===== config.mk =====
export PLATFORM = sky130hd
export DESIGN_NAME = fetch_ctrl
export DESIGN_NICKNAME = d
export VERILOG_FILES = /design/src/rtl/fetch_ctrl_pkg.sv /design/src/rtl/fetch_ctrl_npc.sv /design/src/rtl/fetch_ctrl.sv
export SDC_FILE = /design/constraint.sdc
export NUM_CORES = 1
export LEC_CHECK = 0
export ABC_AREA = 0
export CORE_MARGIN = 5
export CORE_UTILIZATION = 53
export DETAILED_ROUTE_END_ITERATION = 8
export PLACE_DENSITY_LB_ADDON = 0.12
export SYNTH_ARGS = -nofsm -noshare
export SYNTH_HDL_FRONTEND = slang
export SYNTH_SLANG_ARGS = --single-unit

===== constraint.sdc =====
create_clock -name clk -period 7.3 [get_ports clk]
set_input_delay 1.095 -clock clk [delete_from_list [all_inputs] [get_ports clk]]
set_output_delay 1.095 -clock clk [all_outputs]
set_load 0.05 [all_outputs]

===== src/rtl/fetch_ctrl_pkg.sv =====
// Shared definitions for the IF stage: control-transfer classes, reset PC and
// the branch-offset helper used by the next-PC selector.
package fetch_ctrl_pkg;

  typedef enum logic [2:0] {
    BR_NONE = 3'd0,
    BR_BEQ  = 3'd1,
    BR_BNE  = 3'd2,
    BR_J    = 3'd3,
    BR_JAL  = 3'd4,
    BR_JR   = 3'd5
  } br_type_e;

  localparam logic [31:0] RESET_PC_DEF = 32'h0000_3000;
  localparam logic [31:0] NOP          = 32'h0000_0000;

  // Sign-extended 16-bit branch immediate scaled to a byte offset.
  function automatic logic [31:0] branch_offset(input logic [15:0] imm);
    return {{14{imm[15]}}, imm, 2'b00};
  endfunction

endpackage


===== src/rtl/fetch_ctrl_npc.sv =====
// Combinational next-PC selection. Branch/jump targets are formed from the
// instruction currently in ID, so the delay slot is always fetched first.
module fetch_ctrl_npc
  import fetch_ctrl_pkg::*;
(
  input  logic [31:0] pc_f_i,
  input  logic [31:0] pc_d_i,
  input  logic [31:0] ir_d_i,
  input  logic [2:0]  br_type_i,
  input  logic        co_i,
  input  logic [31:0] rs_fwd_i,
  output logic [31:0] npc_o,
  output logic        misalign_o
);

  logic [31:0] seq_pc;
  logic [31:0] pc_d_plus4;
  logic [31:0] br_target;
  logic [31:0] jmp_target;
  logic [31:0] jr_target;
  logic        unused_ir_hi;

  assign seq_pc       = pc_f_i + 32'd4;
  assign pc_d_plus4   = pc_d_i + 32'd4;
  assign br_target    = pc_d_plus4 + branch_offset(ir_d_i[15:0]);
  assign jmp_target   = {pc_d_plus4[31:28], ir_d_i[25:0], 2'b00};
  assign jr_target    = {rs_fwd_i[31:2], 2'b00};
  assign unused_ir_hi = ^ir_d_i[31:26];

  // Encodings 6 and 7 fall through to sequential fetch.
  always_comb begin
    npc_o      = seq_pc;
    misalign_o = 1'b0;
    case (br_type_i)
      BR_BEQ: begin
        if (co_i) npc_o = br_target;
      end
      BR_BNE: begin
        if (!co_i) npc_o = br_target;
      end
      BR_J, BR_JAL: begin
        npc_o = jmp_target;
      end
      BR_JR: begin
        npc_o      = jr_target;
        misalign_o = |rs_fwd_i[1:0];
      end
      default: begin
        npc_o = seq_pc;
      end
    endcase
  end

endmodule


===== src/rtl/fetch_ctrl.sv =====
// IF stage: PC register, IF/ID pipeline register and instruction-memory
// addressing for the five-stage MIPS core.
module fetch_ctrl
  import fetch_ctrl_pkg::*;
#(
  parameter logic [31:0] RESET_PC = RESET_PC_DEF,
  parameter int          IM_AW    = 10
) (
  input  logic             clk,
  input  logic             reset,
  input  logic             stall,
  input  logic [2:0]       br_type,
  input  logic             co,
  input  logic [31:0]      rs_fwd,
  input  logic [31:0]      im_rdata,
  output logic [31:0]      pc_f,
  output logic [IM_AW-1:0] im_addr,
  output logic [31:0]      ir_d,
  output logic [31:0]      pc_d,
  output logic [31:0]      pc8_d,
  output logic             addr_err
);

  logic [31:0] pc_f_q, pc_f_d;
  logic [31:0] ir_d_q, ir_d_d;
  logic [31:0] pc_d_q, pc_d_d;
  logic        addr_err_q, addr_err_d;
  logic [31:0] npc;
  logic        misalign;
  logic [31:0] pc_off;
  logic        unused_pc_off;

  fetch_ctrl_npc u_npc (
    .pc_f_i     (pc_f_q),
    .pc_d_i     (pc_d_q),
    .ir_d_i     (ir_d_q),
    .br_type_i  (br_type),
    .co_i       (co),
    .rs_fwd_i   (rs_fwd),
    .npc_o      (npc),
    .misalign_o (misalign)
  );

  // A stall holds everything and defers any redirect until release.
  always_comb begin
    pc_f_d     = pc_f_q;
    ir_d_d     = ir_d_q;
    pc_d_d     = pc_d_q;
    addr_err_d = 1'b0;
    if (!stall) begin
      pc_f_d     = npc;
      ir_d_d     = im_rdata;
      pc_d_d     = pc_f_q;
      addr_err_d = misalign;
    end
  end

  // IF -> ID boundary
  always_ff @(posedge clk or posedge reset) begin
    if (reset) begin
      pc_f_q     <= RESET_PC;
      ir_d_q     <= NOP;
      pc_d_q     <= RESET_PC;
      addr_err_q <= 1'b0;
    end else begin
      pc_f_q     <= pc_f_d;
      ir_d_q     <= ir_d_d;
      pc_d_q     <= pc_d_d;
      addr_err_q <= addr_err_d;
    end
  end

  // Memory is based at RESET_PC; addresses outside it wrap silently.
  assign pc_off        = pc_f_q - RESET_PC;
  assign im_addr       = pc_off[IM_AW+1:2];
  assign unused_pc_off = ^{pc_off[31:IM_AW+2], pc_off[1:0]};

  assign pc_f     = pc_f_q;
  assign ir_d     = ir_d_q;
  assign pc_d     = pc_d_q;
  assign pc8_d    = pc_d_q + 32'd8;
  assign addr_err = addr_err_q;

endmodule


# --- Word level (Yosys, flattened, before mapping) ---
# Index checks and enable logic that the tools add are counted.
# W data, S select, Z words.
op_classes:
  addsub: 5
  n_eq_ne: 5
  n_reduce_logical: 2
  n_mux: 5
op_table:
  columns: ["op", "count"]
  rows:
  - ["$pmux W32 S4", 1]
  - ["$add A32 B3 Y32 const B", 2]
  - ["$mux W32", 2]
  - ["$add A32 B32 Y32", 1]
  - ["$add A32 B4 Y32 const B", 1]
  - ["$sub A12 B1 Y12 const B", 1]
  - ["$eq A3 B2 Y1 const B", 2]
  - ["$eq A3 B3 Y1 const B", 2]
  - ["$reduce_or A2 Y1", 2]
  - ["$eq A3 B1 Y1 const B", 1]
  - ["$mux W1", 2]
totals:
  out_inout_bits: 139
  input_bits: 71
  wordCells: 21
  ff_bits: 97

# --- Logic depth before layout (Yosys ltp) ---
logic_depth:
  word_depth: 4
  mapped_depth: 22
  mapped_depth_nobuf: 19

# --- Modules after synthesis ---
# From an unflattened synthesis, not the netlist that was laid out.
hier_totals:
  cells_unflattened: 796
  area_unflattened_um2: 7611.0
modules_own_cells:
  columns: ["mod", "area_each_um2", "instances", "cells_per_inst", "seq_area_each_um2"]
  rows:
  - ["fetch_ctrl", 4261.6, 1, 304, 2432.3]
  - ["fetch_ctrl_npc", 3349.5, 1, 492, 0.0]

# --- Worst setup path after synthesis ---
# OpenSTA, ideal clock, no wires.
synth_path:
  path_type: "reg-to-output"
  start: "register pc_d_q[4], in the netlist pc_d[4]"
  end: "output port pc8_d[27]"
  setup_slack_ns: 2.994
  t_arrival_ns: 3.211
  path_buffers: 3
  stages_incl_launch_ff: 14
  required_time_ns: 6.205
  path_cell_list: "dfrtp_1 -> ha_1 -> and3_1 -> buf_4 -> and4_1 -> buf_4 -> and2_1 -> buf_6 -> nand2_4 -> nor2_4 -> and3_4 -> and2_4 -> nand2_1 -> xnor2_1"
synth_between:
  elab_chain_cells: 1
synth_rtl:
  columns: ["element", "line_no", "rtl"]
  rows:
  - ["start, declared", "fetch_ctrl.sv:26", "logic [31:0] pc_d_q, pc_d_d;"]
  - ["start signal, assigned", "fetch_ctrl.sv:68", "pc_d_q <= pc_d_d;"]
  - ["$add A32 B4 Y32", "fetch_ctrl.sv:81", "assign pc8_d = pc_d_q + 32'd8;"]
  - ["end, declared", "fetch_ctrl.sv:20", "output logic [31:0] pc8_d,"]
# No other way between the ends.

# --- Final worst setup path ---
# Ends and elaborated chain as after synthesis.

==> results.toml <==
[status]
outcome = "completed"

[global_routing]
grt_usage_pct = 27.7
grt_remaining_overflow = 0
grt_max_degree = 80
antenna_found_initial = 0
grt_pass1_wl_um = 36400
grt_pass1_vias = 6884

[clock_tree]
clock_path_buffers = 2
root_buffer = "clkbuf_16"
cts_tree = "built"
cts.sinks = 97
post-cts-setup-buffers = 0
cts_buffers = 9
cts_max_level = 3
clk_pin_slew_ns = 0.07
holdBufCountCts = 0
cts_resized = 0
clk-insertion-delay-late_ns = 0.36

[yosys]
ys.flop_type = "dfrtp_1"
synth_area_leaders = "dfrtp_1 (31%), mux2_2 (6.5%), xnor2_1 (6.4%), ha_1 (5.9%), a21oi_1 (4.6%)"
synth_nets = 954
async_flop_share_pct = 100
yosys_warnings = 0
synth_edf_count = 0
synthSimpleGateAreaFrac_pct = 16.4
ys_ff_latch = 97
synth_top_family_by_area = "compound AO/OA/AOI/OAI gates"
netlist_area_mm2 = 0.00741
ys_types = 76
yosysTopAreaCell = "dfrtp_1"
synth_xor_area_share_pct = 10.6
synth_compound_area_share_pct = 20.9
synth.area.mux_share_pct = 6.81
yosysSeqAreaShare_pct = 32.8
synthCells = 847
synth.top_cell.area_share_pct = 31.4
postSynthAreaPerCell_um2 = 8.75
synth-adder-area-share_pct = 6.18

[routing]
dr_total_vias = 7066
wl_per_cell_um = 19.1
route.detailed.drc = 0
antenna_left = 0
totalWireLength_um = 22800
detail_route.iter0.violations = 590
first_pass_iters = 5
routed_via_density = 5.92

[placed_design]
hpwlAfterDp_um = 16900
gp_routability_congestion = 0.939
place_ws_ns = 2.85
dpl-instance-area_mm2 = 0.00944
port_buffers = 209
place_inst = 1178

[cells_and_area]
final_util_pct = 70.8
n_fill_cell = 1149
mostFrequentLayoutCell = "clkdlybuf4s50_1"
final_nets = 1116
drive_gt1_share_pct = 9.07
stdcell_area_mm2 = 0.00976
final_cells = 1194
multiInputGateArea_mm2 = 0.00452
area_growth_pct = 31.7
diodes = 0
seqCellArea_mm2 = 0.00243
layout_common_cells = "clkdlybuf4s50_1 (208), dfrtp_1 (93), nand2_1 (83)"

[floorplanning]
core_area_mm2 = 0.0138
die_h_um = 128
die_area_mm2 = 0.0164
rows = 43
die_w_um = 128
initial_core_util_pct = 53.8
ios = 210

[worst_setup_path]
crit_fanout = 7
r2r_end = "pc_f[28]"
start_kind = "flop"
path_class = "reg2out"
crit_end = "pc8_d[27]"
r2r_start = "pc_d[2]"
crit_arrival_ns = 3.73
required_ns = 6.20
r2r_cells = 15
end_kind = "primary output"
ff2ff_setup_slack_ns = 2.78
cp-startpoint = "pc_d[4]"

[min_path]
hold_class = "reg2reg"

[timing]
finalCriticalPeriod_ns = 4.83
clock.fmax_mhz = 207
worst_slack_ns = 2.47
slew_viol_final = 0
fin_hold_ws_ns = 0.509
worst_pin_slew_ns = 1.02
finalCritPeriodShare_pct = 66.2
setup_tns_ns = 0
hold_violations = 0
fin_skew_ns = 0.00834
rsz0062_at_grt = "false"
slew_headroom_pct = 31.7
setup_viol = 0

[run]
max_cap_viol_count = 0

[power]
leakagePower_nw = 4.03
p_per_area_mw_per_mm2 = 295
power_mw = 2.88
ir_drop_v = 0.000289
worst min-delay path by stage:
stage	start	endpoint	slack, ns	depth (start not counted)
final	ir_d[28]	ir_d[28]	0.51	1
after global routing	ir_d[30]	ir_d[30]	0.53	1
after CTS	ir_d[28]	ir_d[28]	0.51	1
after detailed placement	ir_d[28]	ir_d[28]	0.50	1
after global placement	ir_d[27]	ir_d[27]	0.49	1
after floorplan	pc_f[13]	pc_f[13]	0.62	2
flip-flops by register name, indices dropped and copies added, names as in the netlist:
| register | cells |
|---|---|
| addr_err | 1 |
| ir_d | 32 |
| pc_d | 32 |
| pc_f | 32 |
metal layers:
layer,track usage [%],vias up,part of all wire [%]
met3,5.25,28,8.4
met5,0,-,0
met4,7.74,0,1.7
li1,-,3352,-
met1,37.7,3357,42
met2,45.2,329,48
power breakdown:
group	internal, mW	switching [mW]	leakage [nW]
logic	0.583	1.00	2.72
clock network	0.286	0.219	0.156
registers	0.629	0.164	1.15
cells in the mapped netlist, drive strengths merged (9+ instances only):
cell type	count
mux2	43
a221o	9
and3	16
a21o	11
nand2	84
buf	35
inv	33
ha	35
a21oi	72
a221oi	21
o21ai	65
nor2	51
nand3	42
clkbuf	29
a31oi	11
xor2	36
xnor2	54
dfrtp	93
nand4	12
logic make-up after synthesis:
group,Yosys count
compound gates,236
xor+xnor,90
fa+ha+maj,36
buf+inv,97
flops,97
mux,45
simple gates,246
area by class of cell:
class                           instances  share of cell area (%)
Inverter                               33                    1.30
Sequential cell                        97                    24.9
Multi-Input combinational cell        653                    46.4
Timing Repair Buffer                  215                    21.9
Tap cell                              180                    2.31
Clock inverter                          5                   0.628
Clock buffer                           11                    2.59
critical path, stage by stage, from the launching register on:
cell,delay [ns]
dfrtp_1,0.45
ha_1,0.24
and3_1,0.29
and4_1,0.41
and2_1,0.37
nand2_4,0.11
nor2_4,0.12
and3_4,0.21
and2_4,0.16
nand2_1,0.06
xnor2_1,0.14
clkdlybuf4s50_1,0.81
Note: power is estimated with default switching activity, not from simulation.
==> patch 1, RTL diff (config.mk and constraints unchanged) <==
Make the reset (`reset`) synchronous in one clocked block.
--- a/src/rtl/fetch_ctrl.sv
+++ b/src/rtl/fetch_ctrl.sv
@@ -56,7 +56,7 @@
   end
 
   // IF -> ID boundary
-  always_ff @(posedge clk or posedge reset) begin
+  always_ff @(posedge clk) begin
     if (reset) begin
       pc_f_q     <= RESET_PC;
       ir_d_q     <= NOP;
Behaviour: differs if reset is asserted again (counterexample within 4 cycles, from zero or initial values and one cycle with reset high); with reset held inactive, the same outputs for 4 cycles.
==> patch 1 against the original RTL <==
  * Wire length increased by 5.0%
  * Die area decreased by 3.7%
  * Via count increased by 2.9%
  * Worst setup slack gained 0.047 ns
  * Largest cell class unchanged
  * Design area shrank 3.3%
  * Count of clock-buffer cells in the layout fell by 1
  * Synthesized cell count rose by 4.7%
  * Sequential cell count stayed put
  * Synthesized area down 4.0%
  * Non-clock buffer count is 1 higher
Power is not compared: it rests on default switching activity, and its combinational part moved more than twofold at a synthesized area within 25%.
==> patch 1: results (changes against the original RTL) <==
[final_layout] area taken by flip-flops and latches 1940 sq um [-20%]
[worst_setup_path] critical path fanouts, max 8 [+1]
[place] dpl hpwl 17800 um [+5.4%]
[global_route] vias in the first global route 7000 [+1.7%]
[worst_setup_path] reg-to-reg critical path startpoint pc_d[4]$_SDFFE_PP0N_
[final_layout] fraction of layout instances using a drive strength above 1 4.40% [-4.7 points]
[final_layout] comb_multi_in 696 [+6.6%]
[final_layout] buffer share of cell area 22.6% [+0.77 points]
[worst_setup_path] Reg2Reg Depth 18 [+3]
[logic_synthesis] share of the synthesized netlist area taken by xor and xnor gates 12.7% [+2.0 points]
[worst_setup_path] crit path max-delay cell type nor2_1
[worst_setup_path] Setup crit end kind flip-flop
[detailed_routing] Starting DRT DRC Count 473 [-20%]
[worst_setup_path] Max stage delay on crit path 0.50 ns [-0.31 ns]
[logic_synthesis] leading post-synthesis cells by instance count nor2_1 (114), dfxtp_1 (97), mux2i_1 (63), nand2_1 (63), xnor2_1 (60)
[logic_synthesis] Avg Cell Area, Syn 8.02 sq um [-8.3%]
[global_route] maximum number of pins on one net before global-route repair 87 [+8.8%]
[logic_synthesis] total nets after synthesis 996 [+4.4%]
[sta] Least-Margin Pin Slew 1.12 ns [+0.100 ns]
[logic_synthesis] number of distinct library cells after synthesis 64 [-16%]
[logic_synthesis] main area contributors after synthesis dfxtp_1 (27%), mux2i_1 (8.9%), xnor2_1 (7.4%), ha_1 (6.5%), nor2_1 (6.0%)
[min_path] capture endpoint of the worst hold path pc_f[1]$_SDFFE_PP0P_
[worst_setup_path] register-to-register setup slack 2.52 ns [-0.26 ns]
[logic_synthesis] library cell occupying the most area in the post-synthesis netlist dfxtp_1
[place] setup slack at placement 2.57 ns [-0.285 ns]
[sta] final worst path period need 4.78 ns [-0.0472 ns]
[min_path] number of cells traversed by the worst hold path 2 [+1]
[outcome] result of the run completed
[global_route] met3 layer usage reported by global route 6.01% [+0.76 points]
[final_layout] Layout clock buffers 10 [-1]
[global_route] fraction of met1 tracks used by global routing 35.1% [-2.6 points]
[worst_setup_path] worst endpoint data arrival time 5.05 ns [+1.32 ns]
[global_route] total track usage 29.1% [+1.4 points]
[global_route] met2 demand-to-capacity share in global routing 50.0% [+4.8 points]
[logic_synthesis] mux cell area share after synthesis 9.02% [+2.2 points]
[logic_synthesis] post-synthesis async set-or-reset flop share 0% [-100 points]
[final_layout] # nets final 1150 [+3.0%]
[min_path] launch instance of the worst min-delay path pc_f[1]$_SDFFE_PP0P_
[final_layout] Clock Network Area Fraction 3.08% [-0.14 points]
[final_layout] number of signal-net buffers in the layout 216 [+0.47%]
[worst_setup_path] end of the worst register-to-register path pc_f[29]$_SDFFE_PP0N_
[detailed_routing] Vias per Instance 5.95 [+0.56%]
==> patch 1: changes by cell type in the layout (fill, tap and decap cells not counted), moves of 15 or more <==
cell and delta:
dfrtp_1 -93, a21oi_1 -15, dfxtp_1 +97, nand2_1 -20
mux2_2 -42, nor3_1 +21, o21ai_0 -21, mux2i_1 +61
nor2_1 +64
==> patch 1: routing by layer <==
| layer | part of all wire (%) | wire length [um] | vias to the layer above |
|---|---|---|---|
| li1 | - | - | 3468 |
| met1 | 40 | 9680 | 3442 |
| met2 | 49 | 11700 | 300 |
| met3 | 6.0 | 1440 | 62 |
| met4 | 4.6 | 1100 | 0 |
| met5 | 0 | 0 | - |
==> patch 1: per-stage QoR <==
stage | power (mW) | instance area (sq um) | util, %
4_1_cts | 1.54 | 9440 | 71.5
2_1_floorplan | 0.912 | 7110 | -
5_1_grt | 1.60 | 9440 | 71.5
3_3_place_gp | 1.08 | 9150 | 69.3
3_5_place_dp | 1.08 | 9150 | 69.3
6_report | 1.54 | 9440 | 71.5
==> patch 2, RTL diff (same flow settings) <==
Without the edit above. Set the parameter `IM_AW` to 9 (it was 10).
--- a/src/rtl/fetch_ctrl.sv
+++ b/src/rtl/fetch_ctrl.sv
@@ -4,7 +4,7 @@
   import fetch_ctrl_pkg::*;
 #(
   parameter logic [31:0] RESET_PC = RESET_PC_DEF,
-  parameter int          IM_AW    = 10
+  parameter int          IM_AW    = 9
 ) (
   input  logic             clk,
   input  logic             reset,
Interface: changed (resized im_addr); port bits go from 210 to 209. No check against the original RTL was run, so the function may have changed too.
==> patch 2 against the original RTL <==
  * Power fell by 1.9%
  * Design area fell by 0.46%
  * Synthesized area fell by 0.10%
  * Worst setup slack got worse by 0.023 ns
  * Wire length fell by 0.52%
  * Sequential cell count did not move
  * Maximum frequency fell by 0.47%
  * Clock skew rose by 0.00075 ns
  * Highest routed layer unchanged
==> patch 2: results (changes against the original RTL) <==
[outcome] result of the run completed
[final_layout] filler cell count in the final layout 1141 [-0.70%]
[place] setup slack at placement 2.88 ns [+0.0207 ns]
[pwr] sequential group share of total power 27.7% [+0.2 points]
[detailed_routing] met3 wirelength from detailed routing 1730 um [-9.8%]
[detailed_routing] Starting DRT DRC Count 538 [-8.8%]
[final_layout] post-route standard cell area excluding fillers 9710 sq um [-0.46%]
[final_layout] buffer share of cell area 22.0% [+0.076 points]
[global_route] fraction of met1 tracks used by global routing 36.1% [-1.6 points]
[global_route] met3 layer usage reported by global route 6.08% [+0.83 points]
[detailed_routing] Post-Route M1 WL 9510 um [-0.97%]
[logic_synthesis] Avg Cell Area, Syn 8.75 sq um [about the same]
[logic_synthesis] main area contributors after synthesis dfrtp_1 (31%), mux2_2 (6.5%), xnor2_1 (6.4%), ha_1 (5.9%), a21oi_1 (4.6%)
[final_layout] Clock Network Area Fraction 2.80% [-0.42 points]
[pwr] total power of the final layout 2.83 mW [-1.9%]
[global_route] wire length of the first global-routing pass 35900 um [-1.3%]
[global_route] total track usage 27.4% [-0.33 points]
[worst_setup_path] worst endpoint data arrival time 3.76 ns [+0.03 ns]
[place] Placed Area 9440 sq um [about the same]
[final_layout] Layout clock buffers 10 [-1]
[detailed_routing] per-cell routed wire length 19.0 um [-0.52%]
[sta] Clock Skew 0.00909 ns [+0.000748 ns]
[detailed_routing] Met2 Routed Length 11000 um [+1.7%]
[final_layout] sequential cell area share 25.0% [+0.12 points]
[global_route] met2 demand-to-capacity share in global routing 44.9% [-0.31 points]
-- patch 2: path summary, 6_finish.rpt --
kind | slack [ns] | end | cells after the start | from
worst max-delay path | 2.45 | pc8_d[27] | 11 | pc_d[3]$_DFFE_PP0N_
worst min-delay path | 0.51 | ir_d[27]$_DFFE_PP0N_ | 1 | ir_d[27]$_DFFE_PP0N_
worst max register to register | 2.97 | pc_f[31]$_DFFE_PP0N_ | 18 | pc_d[3]$_DFFE_PP0N_
worst min register to register | 0.51 | ir_d[27]$_DFFE_PP0N_ | 1 | ir_d[27]$_DFFE_PP0N_
max in group asynchronous | 5.04 | pc_f[21]$_DFFE_PP0N_ | 3 | reset
min in group asynchronous | 1.12 | ir_d[26]$_DFFE_PP0N_ | 2 | reset
-- patch 2: cell families after synthesis --
family	after synthesis	synth area share, %
multiplexers	45	6.81
adder cells (fa/ha/maj)	36	6.19
buffers and inverters	96	6.12
AND/OR/NAND/NOR	246	16.4
XOR/XNOR	90	10.6
flip-flops	97	32.9
AO/OA/AOI/OAI	236	20.9
